[config.mk]
export PLATFORM = sky130hd
export DESIGN_NAME = mcpu_ctrl
export DESIGN_NICKNAME = d
export VERILOG_FILES = /design/src/rtl/mcpu_ctrl.sv
export SDC_FILE = /design/constraint.sdc
export NUM_CORES = 1
export LEC_CHECK = 0
export ABC_AREA = 1
export CAP_MARGIN = 20
export CORE_ASPECT_RATIO = 1.25
export CORE_MARGIN = 5
export CORE_UTILIZATION = 35
export DETAILED_ROUTE_END_ITERATION = 8
export GPL_TIMING_DRIVEN = 0
export PLACE_DENSITY = 0.68
export SYNTH_ARGS = -nofsm -noshare
export SYNTH_HDL_FRONTEND = slang
export SYNTH_SLANG_ARGS = --single-unit
[constraint.sdc]
create_clock -name clk -period 1.7 [get_ports clk]
set_input_delay 0.34 -clock clk [delete_from_list [all_inputs] [get_ports clk]]
set_output_delay 0.34 -clock clk [all_outputs]
set_load 0.02 [all_outputs]
[src/rtl/mcpu_ctrl.sv]
// Multi-cycle MIPS control unit: Moore FSM sequencing IF/ID/EX/MEM/WB over a shared datapath,
// with a bounded wait on MIO_ready for every memory access.
module mcpu_ctrl #(
    parameter int WAIT_MAX = 255
) (
    input  logic       clk,
    input  logic       reset,
    input  logic       MIO_ready,
    input  logic [5:0] OPcode,
    input  logic [5:0] Fun,
    input  logic       zero,
    output logic       PCWrite,
    output logic       IorD,
    output logic       MemRead,
    output logic       mem_w,
    output logic       IRWrite,
    output logic       RegWrite,
    output logic [1:0] RegDst,
    output logic [1:0] MemtoReg,
    output logic       ALUSrcA,
    output logic [1:0] ALUSrcB,
    output logic       SignExt,
    output logic [1:0] PCSource,
    output logic [2:0] ALU_Control,
    output logic       CPU_MIO,
    output logic       illegal_inst,
    output logic       mio_timeout,
    output logic [4:0] state_out
);

    typedef enum logic [4:0] {
        S_IF  = 5'd0,  S_ID  = 5'd1,  S_MA  = 5'd2,  S_MRD = 5'd3,
        S_WBL = 5'd4,  S_MWR = 5'd5,  S_EXR = 5'd6,  S_WBR = 5'd7,
        S_BR  = 5'd8,  S_J   = 5'd9,  S_EXI = 5'd10, S_WBI = 5'd11,
        S_JAL = 5'd12, S_JR  = 5'd13
    } state_t;

    localparam logic [7:0] WAIT_LAST = 8'(WAIT_MAX - 1);
    localparam bit         WAIT_EN   = (WAIT_MAX != 0);

    state_t     state_q, state_d, dec_state;
    logic [7:0] wait_cnt_q, wait_cnt_d;
    logic       op_alt_q, op_alt_d;
    logic       mem_wait, timeout_hit, illegal, r_funct_ok;

    assign r_funct_ok  = Fun inside {6'h20, 6'h22, 6'h24, 6'h25, 6'h26, 6'h27, 6'h2A};
    assign mem_wait    = (state_q == S_IF || state_q == S_MRD || state_q == S_MWR) && !MIO_ready;
    assign timeout_hit = WAIT_EN && mem_wait && (wait_cnt_q == WAIT_LAST);
    assign state_out   = state_q;

    // op_alt captures sw-vs-lw and bne-vs-beq in ID so later states need not re-read the IR
    always_comb begin
        state_d  = state_q;
        op_alt_d = op_alt_q;
        illegal  = 1'b0;
        case (state_q)
            S_IF:  if (MIO_ready) state_d = S_ID;
            S_ID: begin
                op_alt_d = (OPcode == 6'h2B) || (OPcode == 6'h05);
                case (OPcode)
                    6'h23, 6'h2B: state_d = S_MA;
                    6'h00: begin
                        if (Fun == 6'h08) begin
                            state_d = S_JR;
                        end else if (r_funct_ok) begin
                            state_d = S_EXR;
                        end else begin
                            state_d = S_IF;
                            illegal = 1'b1;
                        end
                    end
                    6'h04, 6'h05: state_d = S_BR;
                    6'h02: state_d = S_J;
                    6'h03: state_d = S_JAL;
                    6'h08, 6'h0C, 6'h0D, 6'h0A: state_d = S_EXI;
                    default: begin
                        state_d = S_IF;
                        illegal = 1'b1;
                    end
                endcase
            end
            S_MA:  state_d = op_alt_q ? S_MWR : S_MRD;
            S_MRD: if (MIO_ready) state_d = S_WBL;
            S_MWR: if (MIO_ready) state_d = S_IF;
            S_EXR: state_d = S_WBR;
            S_EXI: state_d = S_WBI;
            default: state_d = S_IF;
        endcase
        if (timeout_hit) state_d = S_IF;

        wait_cnt_d = wait_cnt_q;
        if (state_d != state_q || timeout_hit) begin
            wait_cnt_d = 8'd0;
        end else if (mem_wait && wait_cnt_q != 8'hFF) begin
            wait_cnt_d = wait_cnt_q + 8'd1;
        end
    end

    always_ff @(posedge clk) begin
        if (!reset) begin
            state_q    <= S_IF;
            wait_cnt_q <= 8'd0;
            op_alt_q   <= 1'b0;
        end else begin
            state_q    <= state_d;
            wait_cnt_q <= wait_cnt_d;
            op_alt_q   <= op_alt_d;
        end
    end

    assign dec_state = reset ? state_q : S_IF;

    always_comb begin
        PCWrite      = 1'b0;
        IorD         = 1'b0;
        MemRead      = 1'b0;
        mem_w        = 1'b0;
        IRWrite      = 1'b0;
        RegWrite     = 1'b0;
        RegDst       = 2'b00;
        MemtoReg     = 2'b00;
        ALUSrcA      = 1'b0;
        ALUSrcB      = 2'b00;
        SignExt      = 1'b0;
        PCSource     = 2'b00;
        ALU_Control  = 3'b010;
        CPU_MIO      = 1'b0;
        illegal_inst = illegal;
        mio_timeout  = timeout_hit;
        case (dec_state)
            S_IF: begin
                MemRead = 1'b1;
                CPU_MIO = 1'b1;
                ALUSrcB = 2'b01;
                IRWrite = MIO_ready;
                PCWrite = MIO_ready;
            end
            S_ID: begin
                ALUSrcB = 2'b11;
                SignExt = 1'b1;
            end
            S_MA: begin
                ALUSrcA = 1'b1;
                ALUSrcB = 2'b10;
                SignExt = 1'b1;
            end
            S_MRD: begin
                IorD    = 1'b1;
                MemRead = 1'b1;
                CPU_MIO = 1'b1;
            end
            S_WBL: begin
                MemtoReg = 2'b01;
                RegWrite = 1'b1;
            end
            S_MWR: begin
                IorD    = 1'b1;
                mem_w   = 1'b1;
                CPU_MIO = 1'b1;
            end
            S_EXR: begin
                ALUSrcA = 1'b1;
                case (Fun)
                    6'h22:   ALU_Control = 3'b110;
                    6'h24:   ALU_Control = 3'b000;
                    6'h25:   ALU_Control = 3'b001;
                    6'h26:   ALU_Control = 3'b011;
                    6'h27:   ALU_Control = 3'b100;
                    6'h2A:   ALU_Control = 3'b111;
                    default: ALU_Control = 3'b010;
                endcase
            end
            S_WBR: begin
                RegDst   = 2'b01;
                RegWrite = 1'b1;
            end
            S_BR: begin
                ALUSrcA     = 1'b1;
                ALU_Control = 3'b110;
                PCSource    = 2'b01;
                PCWrite     = op_alt_q ? ~zero : zero;
            end
            S_J: begin
                PCSource = 2'b10;
                PCWrite  = 1'b1;
            end
            S_JAL: begin
                PCSource = 2'b10;
                PCWrite  = 1'b1;
                RegDst   = 2'b10;
                MemtoReg = 2'b10;
                RegWrite = 1'b1;
            end
            S_JR: begin
                PCSource = 2'b11;
                PCWrite  = 1'b1;
            end
            S_EXI: begin
                ALUSrcA = 1'b1;
                ALUSrcB = 2'b10;
                case (OPcode)
                    6'h0C:   ALU_Control = 3'b000;
                    6'h0D:   ALU_Control = 3'b001;
                    6'h0A: begin
                        ALU_Control = 3'b111;
                        SignExt     = 1'b1;
                    end
                    default: SignExt = 1'b1;
                endcase
            end
            S_WBI: RegWrite = 1'b1;
            default: ;
        endcase
        // Strobes are suppressed for the whole reset-low cycle, whatever state is still registered
        if (!reset) begin
            PCWrite      = 1'b0;
            IRWrite      = 1'b0;
            RegWrite     = 1'b0;
            MemRead      = 1'b0;
            mem_w        = 1'b0;
            CPU_MIO      = 1'b0;
            illegal_inst = 1'b0;
            mio_timeout  = 1'b0;
        end
    end

endmodule

Yosys cells after proc, flatten, opt, wreduce, memory -nomap -nowiden
Cells that the tools add are included.

Flip-flop bits (word level): 14. Bits of input ports: 16.

Reductions and logical operators: 27. Add/sub/neg operators: 1. Bitwise gates (word level): 2. Eq/ne operators: 40. Multiplexer cells: 40.

Operators by type and width (number): $eq A6 B6 Y1 const B (9); $eq A5 B4 Y1 const B (7); $pmux W5 S7 (1); $eq A5 B3 Y1 const B (6); $eq A6 B4 Y1 const B (5); $mux W5 (5); $pmux W4 S6 (1); $eq A5 B2 Y1 const B (4); $mux W1 (20); $pmux W3 S3 (2); $pmux W3 S6 (1); $reduce_or A2 Y1 (9); $eq A6 B2 Y1 const B (2); $eq A6 B3 Y1 const B (2); $pmux W2 S3 (2); $reduce_or A4 Y1 (3); $eq A5 B1 Y1 const B (2); $logic_not A5 Y1 (2); $reduce_or A10 Y1 (1); $add A8 B1 Y8 const B (1); $eq A8 B8 Y1 const B (1); $ne A8 B8 Y1 const B (1); $pmux W2 S2 (2); $reduce_bool A7 Y1 (1); 11 further kinds (20).

Depth between registers and ports, before layout
Gate-level depths: netlist of run 1.

Depth in word-level cells: 10. Mapped depth: 14.

Worst setup path after synthesis of run 1
No wires, ideal clock.

Path kind: flip-flop to output port. Start: register state_q[3] (netlist: state_out[3]). End: output ALU_Control[0]. Stages on the path, launching flop included: 5. Arrival: 1949 ps. Setup slack: -589 ps. Buffers on the path: 0. Path through: dfxtp_1 -> nand2_1 -> nor2_1 -> nand2_1 -> o311ai_0.

Cells in the longest elaborated chain, start to end: 3. Elaborated cells on any way between the ends: 5. Classes of those cells: eq/ne: 3; mux: 2.

Ends and longest elaborated chain: from (decl) (line 41) `state_t state_q, state_d, dec_state;`; from (signal assigned) (line 105) `state_q <= state_d;`; $mux W5 (*) (line 111) `assign dec_state = reset ? state_q : S_IF;`; $eq A5 B4 Y1 / $eq A5 B3 Y1 (equally long branches) (line 130) `case (dec_state)`; $pmux W3 S3 (*) (line 130); to (decl) (line 24) `output logic [2:0] ALU_Control,`.

Every way passes the cells marked *; elsewhere a longest branch is shown, timed or not.

Worst setup path in the final report of run 1
Start: register state_q[1] (netlist: state_out[1]). End: output ALU_Control[0].

The elaborated chain is that of the path after synthesis.

==> results of run 1 <==
[timing repair]
action | CTS | global route
buffers inserted | 23 | 8
pin swaps | 33 | 17
hold buffers | 0 | 0
setup endpoints to repair | 31 | 30
cloned | 0 | 0
gates resized for setup | 210 | 50
[registers in the layout, indices dropped and copies added (netlist names)]
signal / flops
state_out: 5
op_alt_q: 1
wait_cnt_q: 8
[per-layer routing]
metal | part of all wire | up-vias
met5 | 0 | -
li1 | - | 976
met4 | 0.023 | 0
met1 | 0.37 | 889
met3 | 0.067 | 15
met2 | 0.54 | 77
[critical path: stages, from the launching register on]
cell	delay, ns
sky130_fd_sc_hd__dfxtp_4	0.40
sky130_fd_sc_hd__inv_6	0.06
sky130_fd_sc_hd__nor3_4	0.20
sky130_fd_sc_hd__nand2_2	0.13
sky130_fd_sc_hd__inv_2	0.07
sky130_fd_sc_hd__nand4_1	0.16
sky130_fd_sc_hd__o311ai_2	0.14
sky130_fd_sc_hd__buf_4	0.18
[final cells by class]
class	count	area (sq um)
Tap cell	58	72.6
Clock buffer	4	55.1
Fill cell	356	1610
Inverter	41	186
Buffer	3	33.8
Multi-Input combinational cell	193	1440
Timing Repair Buffer	72	659
Sequential cell	14	297
[per-stage QoR]
step,total power [mW],util,hold slack (ns)
floorplan,0.473,-,0.482
global placement,0.562,0.482,0.544
detailed placement,0.564,0.482,0.543
CTS,0.922,0.577,0.552
global route,0.994,0.630,0.445
finish,0.943,0.630,0.428
[placed cells by master (no fill, tap or decap), types with 2 or more instances in the layout]
master	count
sky130_fd_sc_hd__o31ai_2	3
sky130_fd_sc_hd__inv_1	24
sky130_fd_sc_hd__nor2_1	18
sky130_fd_sc_hd__a21oi_1	4
sky130_fd_sc_hd__o21ai_0	4
sky130_fd_sc_hd__nor2_4	12
sky130_fd_sc_hd__clkbuf_8	4
sky130_fd_sc_hd__ha_1	2
sky130_fd_sc_hd__nor2_2	14
sky130_fd_sc_hd__clkdlybuf4s50_1	3
sky130_fd_sc_hd__inv_6	2
sky130_fd_sc_hd__nor3_1	3
sky130_fd_sc_hd__dlygate4sd2_1	13
sky130_fd_sc_hd__dlymetal6s2s_1	2
sky130_fd_sc_hd__buf_4	32
sky130_fd_sc_hd__a21oi_2	3
sky130_fd_sc_hd__nand2_2	10
sky130_fd_sc_hd__dfxtp_4	4
sky130_fd_sc_hd__nand2_1	37
sky130_fd_sc_hd__o21ai_1	6
sky130_fd_sc_hd__nor3_4	5
sky130_fd_sc_hd__buf_6	21
sky130_fd_sc_hd__nand4_1	6
sky130_fd_sc_hd__dfxtp_1	9
sky130_fd_sc_hd__nor3_2	11
sky130_fd_sc_hd__nand2_4	7
sky130_fd_sc_hd__nand3_2	4
sky130_fd_sc_hd__nand2_8	2
sky130_fd_sc_hd__nand3_4	5
sky130_fd_sc_hd__inv_2	9
sky130_fd_sc_hd__inv_4	4
sky130_fd_sc_hd__nand3_1	16
sky130_fd_sc_hd__xor2_1	7
[kinds of logic after synthesis]
family                     Yosys count  synth area share
adders and majority gates            2            0.0161
other                                1           0.00241
DFF                                 14             0.180
AOI/OAI and AO/OA                   27            0.0998
buffers and inverters               44             0.114
and+or+nand+nor                    155             0.541
muxes                                1           0.00725
xor gates and xnor gates             7            0.0395
[path summary, 6_finish.rpt]
path	endpoint	slack, ns	cells past startpoint
min	op_alt_q$_SDFFE_PN0P_	0.43	3
max reg2reg	wait_cnt_q[5]$_SDFFE_PP0P_	-0.17	12
max	ALU_Control[0]	-0.22	7
min reg2reg	wait_cnt_q[6]$_SDFFE_PP0P_	0.55	3
[power by group through the flow]
stage                     Combinational, mW  Clock [mW]  Sequential, mW
final                                 0.287       0.321           0.336
after global routing                  0.310       0.347           0.336
after CTS                             0.259       0.328           0.336
after detailed placement              0.217           0           0.347
after global placement                0.215           0           0.346
after floorplan                       0.125           0           0.349
==> out/results.md, run 1 <==
* sequential share of power: 0.356
* floorplan die width: 69.6 microns
* placement-stage worst setup slack: -1.16 ns
* Skew-Pair Late Insertion Delay: 0.24 ns
* final hold violation count: 0
* Comb power frac: 0.304
* GR Util met1: 0.189
* number of warnings issued by yosys: 0
* Yosys top cell area share: 0.180
* EDFF count, synth: 0
* kind of capture point of the worst setup path: output pin
* Final Setup Violations: 27
* run status: finished with violations
* layout overhead on the synthesized area: 76.7%
* static power due to leakage: 1.29 nW
* start of the worst register-to-register path: state_out[0]$_SDFF_PN0_
* Int Power: 0.645 mW
* CTS clk-pin slew, worst paths: 0.06 ns
* synthesized area: 1550 sq um
* total placed cells including tap cells: 351
* antenna violations before repair: 0
* Avg Synthesized Cell Area: 6.19 sq um
* setup tns final: -3.62 ns
* most crowded layer after global routing: met2
* CTS Root Buffer Type: sky130_fd_sc_hd__clkbuf_8
* GR Overflow Total: 0
* total half-perimeter wirelength after legalization and detailed placement: 3370 microns
* smallest setup slack after layout: -0.222 ns
* final RePlAce weighted congestion: 0.890
* DRC violation total after the first TritonRoute iteration: 121
* placeable core region: 4360 sq um
* fin cells: 385
* net switching share of the total power: 0.316
* first element of the critical path: state_out[1]$_SDFF_PN0_
* count of port buffers added during placement: 42
* fraction of met3 tracks used by global routing: 0.0311
* finished layout cell area: 2750 sq um
* Avg WL per Cell: 13.6 microns
* num rows: 27
* Top-Level Pins: 43
* share of layout cells above drive strength 1: 0.511
* Detailed Route WL: 5220 microns
* vias after detailed routing: 1957
* category of the critical setup timing path: reg -> out
* max capacitance violation total: 0
* final worst-path cycle share: 1.13
* crit path DAT: 1.58 ns
* RSZ-0062 raised after global routing: yes
* Max Freq: 520 MHz
* deepest level of the CTS H-tree: 1
* switching power of the nets: 0.298 mW
* largest fanout of any net on the critical path: 5
* Synth Net Count: 269
* most frequent cells after synthesis: sky130_fd_sc_hd__nand2_1 (48), sky130_fd_sc_hd__nor2_1 (43), sky130_fd_sc_hd__inv_1 (34)
* vertical die dimension: 84.5 microns
* CTS tree: built
* CP startpoint kind: register
* count of pins over their slew limit: 0
* number of detailed-route iterations in the first pass: 4
* met2 track utilization from global routing: 0.302
* maximum number of pins on one net before global-route repair: 11
* global-route wire length before repair: 8200 microns
* count of unique library cells instantiated by Yosys: 36
* TritonCTS sink count: 14
* antenna fix cells: 0
* Starting Density: 0.357
* dominant synthesized flop cell: sky130_fd_sc_hd__dfxtp_1
* most frequent cell after synthesis: sky130_fd_sc_hd__nand2_1
* startpoint of the most critical hold path: reset
* relative contribution of the clock network to total power: 0.340
* synthesis-stage register bit count: 14
* clock skew after layout: 0.00239 ns
* share of the yosys chip area belonging to registers: 0.180
* FFs w/ async S/R, synth: 0
* net total in the final layout: 346
* post-route ant nets: 0
* final worst path period need: 1.92 ns
* Crit path required time: 1.36 ns
* synthesized netlist cell count: 251
* pwr/cell area: 343 nW/um^2
* main area contributors after synthesis: sky130_fd_sc_hd__dfxtp_1 (18%), sky130_fd_sc_hd__nand2_1 (12%), sky130_fd_sc_hd__nor2_1 (10%)
* class of the tightest hold or removal check: in -> reg
* failing checks: setup timing
* number of global-route vias before repair: 1897
* Global Route Usage Sum: 0.166
* DRC violations left: 0
* buffers from clock root to sink, at most: 2
* total CTS buffers: 3
* Total Die Area: 5880 sq um
* cell type with the highest aggregate area in the netlist: sky130_fd_sc_hd__dfxtp_1
* standard cell area after detailed placement: 2100 sq um
* vias per std cell: 5.08
* Peak VDD IR: 0.000430 V
Power figures use the tool's default switching activity.
==> inputs of run 2 (changes only) <==
CORE_MARGIN = unset   (was 5)
==> out/results.md, run 2 (synthesis results as in run 1) <==
* Final Setup Violations: 28
* Detailed Route WL: 4870 microns
* cell at the slowest stage of the critical path: sky130_fd_sc_hd__dfxtp_2
* CTS tree: built
* overall power: 0.937 mW
* final worst path period need: 2.00 ns
* number of global-route vias before repair: 1773
* antenna fix cells: 0
* final hold violation count: 0
* Skew-Pair Late Insertion Delay: 0.25 ns
* count of pins over their slew limit: 0
* net total in the final layout: 339
* global-route wire length before repair: 7120 microns
* failing checks: setup timing
* Peak VDD IR: 0.000397 V
* worst hold margin: 0.540 ns
* Crit path max-delay family: simple AND/OR/NAND/NOR gates
* total half-perimeter wirelength after legalization and detailed placement: 3260 microns
* Global Route Usage Sum: 0.192
* max capacitance violation total: 0
* GR Overflow Total: 0
* static power due to leakage: 1.21 nW
* Critical Path Max Stage Delay: 0.33 ns
* TritonCTS sink count: 14
* DRC violation total after the first TritonRoute iteration: 77
* count of port buffers added during placement: 42
* Avg WL per Cell: 13.0 microns
* Starting Density: 0.373
* largest fanout of any net on the critical path: 7
* num rows: 26
* CP startpoint kind: register
* leading cell types in the layout, fill and taps excluded: sky130_fd_sc_hd__nand2_1 (38), sky130_fd_sc_hd__buf_4 (28), sky130_fd_sc_hd__nor2_1 (23)
* CTS clk-pin slew, worst paths: 0.06 ns
* series of cell instances along the critical path: buf_8 > nor2_4 > nor2_1 > nor3_4 > inv_2 > nor2_1 > a21oi_2 > nand2_1 > nand2_1 > inv_2 > buf_6
* flip-flop count of the largest register after layout: 8
* Top-Level Pins: 43
* post-route ant nets: 0
* vertical die dimension: 76.5 microns
* buffers from clock root to sink, at most: 2
* Total Die Area: 4710 sq um
* total CTS buffers: 3
* most common cell after layout, fill and taps aside: sky130_fd_sc_hd__nand2_1
* CTS Root Buffer Type: sky130_fd_sc_hd__clkbuf_8
* WP buf/inv: 4
* number of detailed-route iterations in the first pass: 4
* vias per std cell: 5.10
* category of the critical setup timing path: reg -> out
* floorplan die width: 61.6 microns
* smallest setup slack after layout: -0.299 ns
* crit path DAT: 1.66 ns
* run status: finished with violations
* Max Freq: 500 MHz
* setup tns final: -4.00 ns
* antenna violations before repair: 0
* Crit path required time: 1.36 ns
* placeable core region: 4160 sq um
* RSZ-0062 raised after global routing: yes
* final RePlAce weighted congestion: 0.861
* clock skew after layout: 0.00506 ns
* DRC violations left: 0
* kind of capture point of the worst setup path: output pin
* pwr/cell area: 362 nW/um^2
* final worst-path cycle share: 1.18
* deepest level of the CTS H-tree: 1
* layout overhead on the synthesized area: 66.4%
* vias after detailed routing: 1917
* register bank with the most flops: wait_cnt_q
* class of the tightest hold or removal check: in -> reg
* maximum number of pins on one net before global-route repair: 11
* share of layout cells above drive strength 1: 0.481
[run 2: changes by cell type in the layout (fill, tap and decap cells not counted), sizes merged]
cell / previous run / this run
buf: 56 / 46
clkdlybuf4s15: 0 / 3
clkdlybuf4s50: 3 / 5
clkbuf: 5 / 4
dlymetal6s2s: 2 / 1
[run 2: layout make-up]
class	count	area, sq um
buffer	3	27.5
clock buffer	4	55.1
fill	386	1580
inverter	41	184
multi-input combinational	193	1360
sequential	14	297
tap	56	70.1
timing repair buffer	65	593
[run 2: what timing repair did]
item	in CTS	in global routing
gates cloned	0	0
pin swaps	24	20
endpoints found under the setup margin	31	30
hold buffers	0	0
gates resized for setup	181	50
buffers inserted	14	9
[run 2: worst min-delay path, stage by stage]
cell and delay [ns]:
sky130_fd_sc_hd__clkdlybuf4s15_2 0.25, sky130_fd_sc_hd__o21ai_0 0.10, sky130_fd_sc_hd__nor2_1 0.05
[run 2: report_power, final]
group | switching [mW] | leakage, nW | internal [mW]
logic | 0.163 | 1.07 | 0.107
registers | 0.00826 | 0.117 | 0.328
clock network | 0.126 | 0.0288 | 0.205
[run 2: routing by layer]
layer	up-vias	share of wire	GRT usage
met5	-	0	0
met4	0	0.025	0.0778
met3	15	0.050	0.0221
met2	57	0.53	0.355
met1	875	0.40	0.207
li1	970	-	-
[run 2: final timing paths]
kind | from | end | slack [ns] | cells past startpoint
min | reset | op_alt_q$_SDFFE_PN0P_ | 0.54 | 3
max reg2reg | state_out[0]$_SDFF_PN0_ | wait_cnt_q[2]$_SDFFE_PP0P_ | -0.18 | 12
min reg2reg | wait_cnt_q[6]$_SDFFE_PP0P_ | wait_cnt_q[6]$_SDFFE_PP0P_ | 0.55 | 3
max | state_out[0]$_SDFF_PN0_ | PCWrite | -0.30 | 11
[run 2: metrics by stage]
step | instance area (sq um) | utilization | std cells | worst slack [ns]
6_report | 2590 | 0.621 | 376 | -0.299
4_1_cts | 2350 | 0.565 | 367 | -0.308
3_5_place_dp | 2100 | 0.504 | 349 | -1.17
2_1_floorplan | 1610 | - | 251 | -0.0550
5_1_grt | 2590 | 0.621 | 376 | -0.365
3_3_place_gp | 2100 | 0.504 | 349 | -1.18
==> inputs of run 3 (changes only) <==
ABC_AREA = unset   (was 1)
==> out/results.md, run 3 <==
* register bank with the most flops: wait_cnt_q
* final worst path period need: 2.29 ns
* dominant synthesized flop cell: sky130_fd_sc_hd__dfxtp_1
* num rows: 26
* vias per std cell: 5.87
* crit path DAT: 2.45 ns
* clock skew after layout: 0.00359 ns
* global-route wire length before repair: 9320 microns
* DRC violation total after the first TritonRoute iteration: 190
* Peak VDD IR: 0.000392 V
* CTS tree: built
* RSZ-0062 raised after global routing: yes
* CP startpoint kind: register
* final worst-path cycle share: 1.35
* leading cell types in the layout, fill and taps excluded: sky130_fd_sc_hd__buf_4 (61), sky130_fd_sc_hd__buf_6 (30), sky130_fd_sc_hd__nand2_1 (16)
* Starting Density: 0.372
* run status: finished with violations
* buffers from clock root to sink, at most: 2
* smallest setup slack after layout: -0.588 ns
* Avg WL per Cell: 19.5 microns
* cell type with the highest aggregate area in the netlist: sky130_fd_sc_hd__dfxtp_1
* DRC violations left: 0
* most frequent cells after synthesis: sky130_fd_sc_hd__nand2_1 (20), sky130_fd_sc_hd__nor2_1 (18), sky130_fd_sc_hd__nor3_1 (16)
* Max-Slew Margin vs Limit: 0.537
* area of the multi-input gates: 1670 sq um
* floorplan die width: 61.5 microns
* Top-Level Pins: 43
* Crit path required time: 1.87 ns
* FFs w/ async S/R, synth: 0
* Synth Net Count: 230
* synthesis-stage register bit count: 14
* total half-perimeter wirelength after legalization and detailed placement: 3480 microns
* CTS clk-pin slew, worst paths: 0.06 ns
* antenna violations before repair: 0
* post-route ant nets: 0
* Comb power frac: 0.342
* number of global-route vias before repair: 1992
* number of warnings issued by yosys: 0
* count of pins over their slew limit: 0
* category of the critical setup timing path: reg -> reg
* most frequent cell after synthesis: sky130_fd_sc_hd__nand2_1
* final RePlAce weighted congestion: 0.859
* Storage cell area: 300 sq um
* cell type with the highest occurrence count on the critical path: sky130_fd_sc_hd__buf_4
* flip-flop count of the largest register after layout: 8
* Final Setup Violations: 29
* kind of capture point of the worst setup path: register
* share of layout cells above drive strength 1: 0.634
* TritonCTS sink count: 14
* Int Power: 0.692 mW
* WP buf/inv: 4
* vias after detailed routing: 2220
* net switching share of the total power: 0.307
* series of cell instances along the critical path: buf_8 > buf_4 > buf_4 > a21oi_1 > o21bai_2 > o21ai_0 > o221ai_4 > buf_12 > nor4b_2
* sequential share of power: 0.332
* placement-stage worst setup slack: -1.35 ns
* Global Route Usage Sum: 0.256
* max capacitance violation total: 0
* Post-CTS Hold Buffers: 0
* Critical Path Max Stage Delay: 0.44 ns
* maximum number of pins on one net before global-route repair: 11
* switching power of the nets: 0.306 mW
* vertical die dimension: 76.4 microns
* antenna fix cells: 0
* synthesized area: 1550 sq um
* cell at the slowest stage of the critical path: sky130_fd_sc_hd__o21ai_0
* CTS Root Buffer Type: sky130_fd_sc_hd__clkbuf_8
* net total in the final layout: 341
* Total Die Area: 4690 sq um
* main area contributors after synthesis: sky130_fd_sc_hd__dfxtp_1 (18%), sky130_fd_sc_hd__nor3_1 (5.2%), sky130_fd_sc_hd__nand2_1 (4.9%)
* Detailed Route WL: 7370 microns
* pwr/cell area: 310 nW/um^2
* failing checks: setup timing
* relative contribution of the clock network to total power: 0.326
* synthesized netlist cell count: 212
* largest fanout of any net on the critical path: 8
* deepest level of the CTS H-tree: 1
* share of the yosys chip area belonging to registers: 0.181
* final hold violation count: 0
* Crit path max-delay family: compound AO/OA/AOI/OAI gates
* slew at the pin closest to its max-slew limit: 0.691 ns
* layout overhead on the synthesized area: 108%
* Layout fillers: 266
* Avg Synthesized Cell Area: 7.30 sq um
* class of the tightest hold or removal check: reg -> reg
* total CTS buffers: 3
* fraction of the core area covered by cells at the end of the flow: 0.773
* count of port buffers added during placement: 41
* number of detailed-route iterations in the first pass: 4
* count of unique library cells instantiated by Yosys: 60
* Yosys top cell area share: 0.181
* Skew-Pair Late Insertion Delay: 0.25 ns
* static power due to leakage: 1.25 nW
* GR Overflow Total: 0
* placeable core region: 4160 sq um
* most common cell after layout, fill and taps aside: sky130_fd_sc_hd__buf_4
* Max Freq: 437 MHz
* EDFF count, synth: 0
==> run 3: power by group through the flow <==
stage / Clock [mW] / Combinational [mW] / Sequential (mW)
after floorplan: 0 / 0.124 / 0.343
after global placement: 0 / 0.216 / 0.342
after detailed placement: 0 / 0.216 / 0.342
after CTS: 0.332 / 0.282 / 0.330
after global routing: 0.354 / 0.356 / 0.331
final: 0.325 / 0.341 / 0.331
==> run 3: layout make-up <==
| cell class | instances | share of cell area |
|---|---|---|
| Tap cell | 56 | 0.0218 |
| Sequential cell | 14 | 0.0933 |
| Buffer | 8 | 0.0389 |
| Timing Repair Buffer | 111 | 0.298 |
| Clock buffer | 4 | 0.0171 |
| Inverter | 6 | 0.0109 |
| Multi-Input combinational cell | 179 | 0.520 |
==> run 3: logic make-up after synthesis <==
family,count (synthesis),share of synthesized area
mux,3,0.0202
compound gates,50,0.240
simple gates,113,0.413
other cells,1,0.00242
flops,14,0.181
fa+ha+maj,2,0.0162
xor+xnor,10,0.0566
buf+inv,19,0.0703
==> run 3: through the flow <==
| stage | instance area (sq um) | power, mW | instances | setup TNS (ns) | hold slack, ns |
|---|---|---|---|---|---|
| 2_1_floorplan | 1680 | 0.468 | 212 | -2.61 | 0.452 |
| 3_3_place_gp | 2160 | 0.558 | 309 | -29.14 | 0.481 |
| 3_5_place_dp | 2160 | 0.558 | 309 | -28.68 | 0.487 |
| 4_1_cts | 2780 | 0.944 | 353 | -7.01 | 0.477 |
| 5_1_grt | 3220 | 1.04 | 378 | -9.71 | 0.513 |
| 6_report | 3220 | 0.998 | 378 | -8.86 | 0.514 |
==> run 3: routing by layer <==
layer  vias up  global-route usage  part of all wire
met5         -                   0                 0
met4         0              0.0844             0.043
met3        37              0.0357             0.058
met2       127               0.452              0.53
met1      1045               0.301              0.37
li1       1011                   -                 -
==> run 3: timing repair <==
item                                    4_1_cts  5_1_grt
gates resized for setup                     222       87
buffers inserted                             43       32
hold endpoints to repair                      0        0
pin swaps                                    27       30
endpoints found under the setup margin       34       32
==> run 3: final timing paths <==
| check | startpoint | endpoint | slack [ns] | cells past startpoint |
|---|---|---|---|---|
| worst max-delay path | state_out[2]$_SDFF_PN0_ | wait_cnt_q[4]$_SDFFE_PP0P_ | -0.59 | 9 |
| worst min-delay path | wait_cnt_q[6]$_SDFFE_PP0P_ | wait_cnt_q[6]$_SDFFE_PP0P_ | 0.51 | 2 |
| worst max register to register | state_out[2]$_SDFF_PN0_ | wait_cnt_q[4]$_SDFFE_PP0P_ | -0.59 | 9 |
| worst min register to register | wait_cnt_q[6]$_SDFFE_PP0P_ | wait_cnt_q[6]$_SDFFE_PP0P_ | 0.51 | 2 |
==> run 3: worst register-to-register path, cell delays in order, from the launching register on <==
cell	delay, ns
sky130_fd_sc_hd__dfxtp_4	0.36
sky130_fd_sc_hd__buf_8	0.12
sky130_fd_sc_hd__buf_4	0.17
sky130_fd_sc_hd__buf_4	0.17
sky130_fd_sc_hd__a21oi_1	0.19
sky130_fd_sc_hd__o21bai_2	0.14
sky130_fd_sc_hd__o21ai_0	0.44
sky130_fd_sc_hd__o221ai_4	0.21
sky130_fd_sc_hd__buf_12	0.19
sky130_fd_sc_hd__nor4b_2	0.23
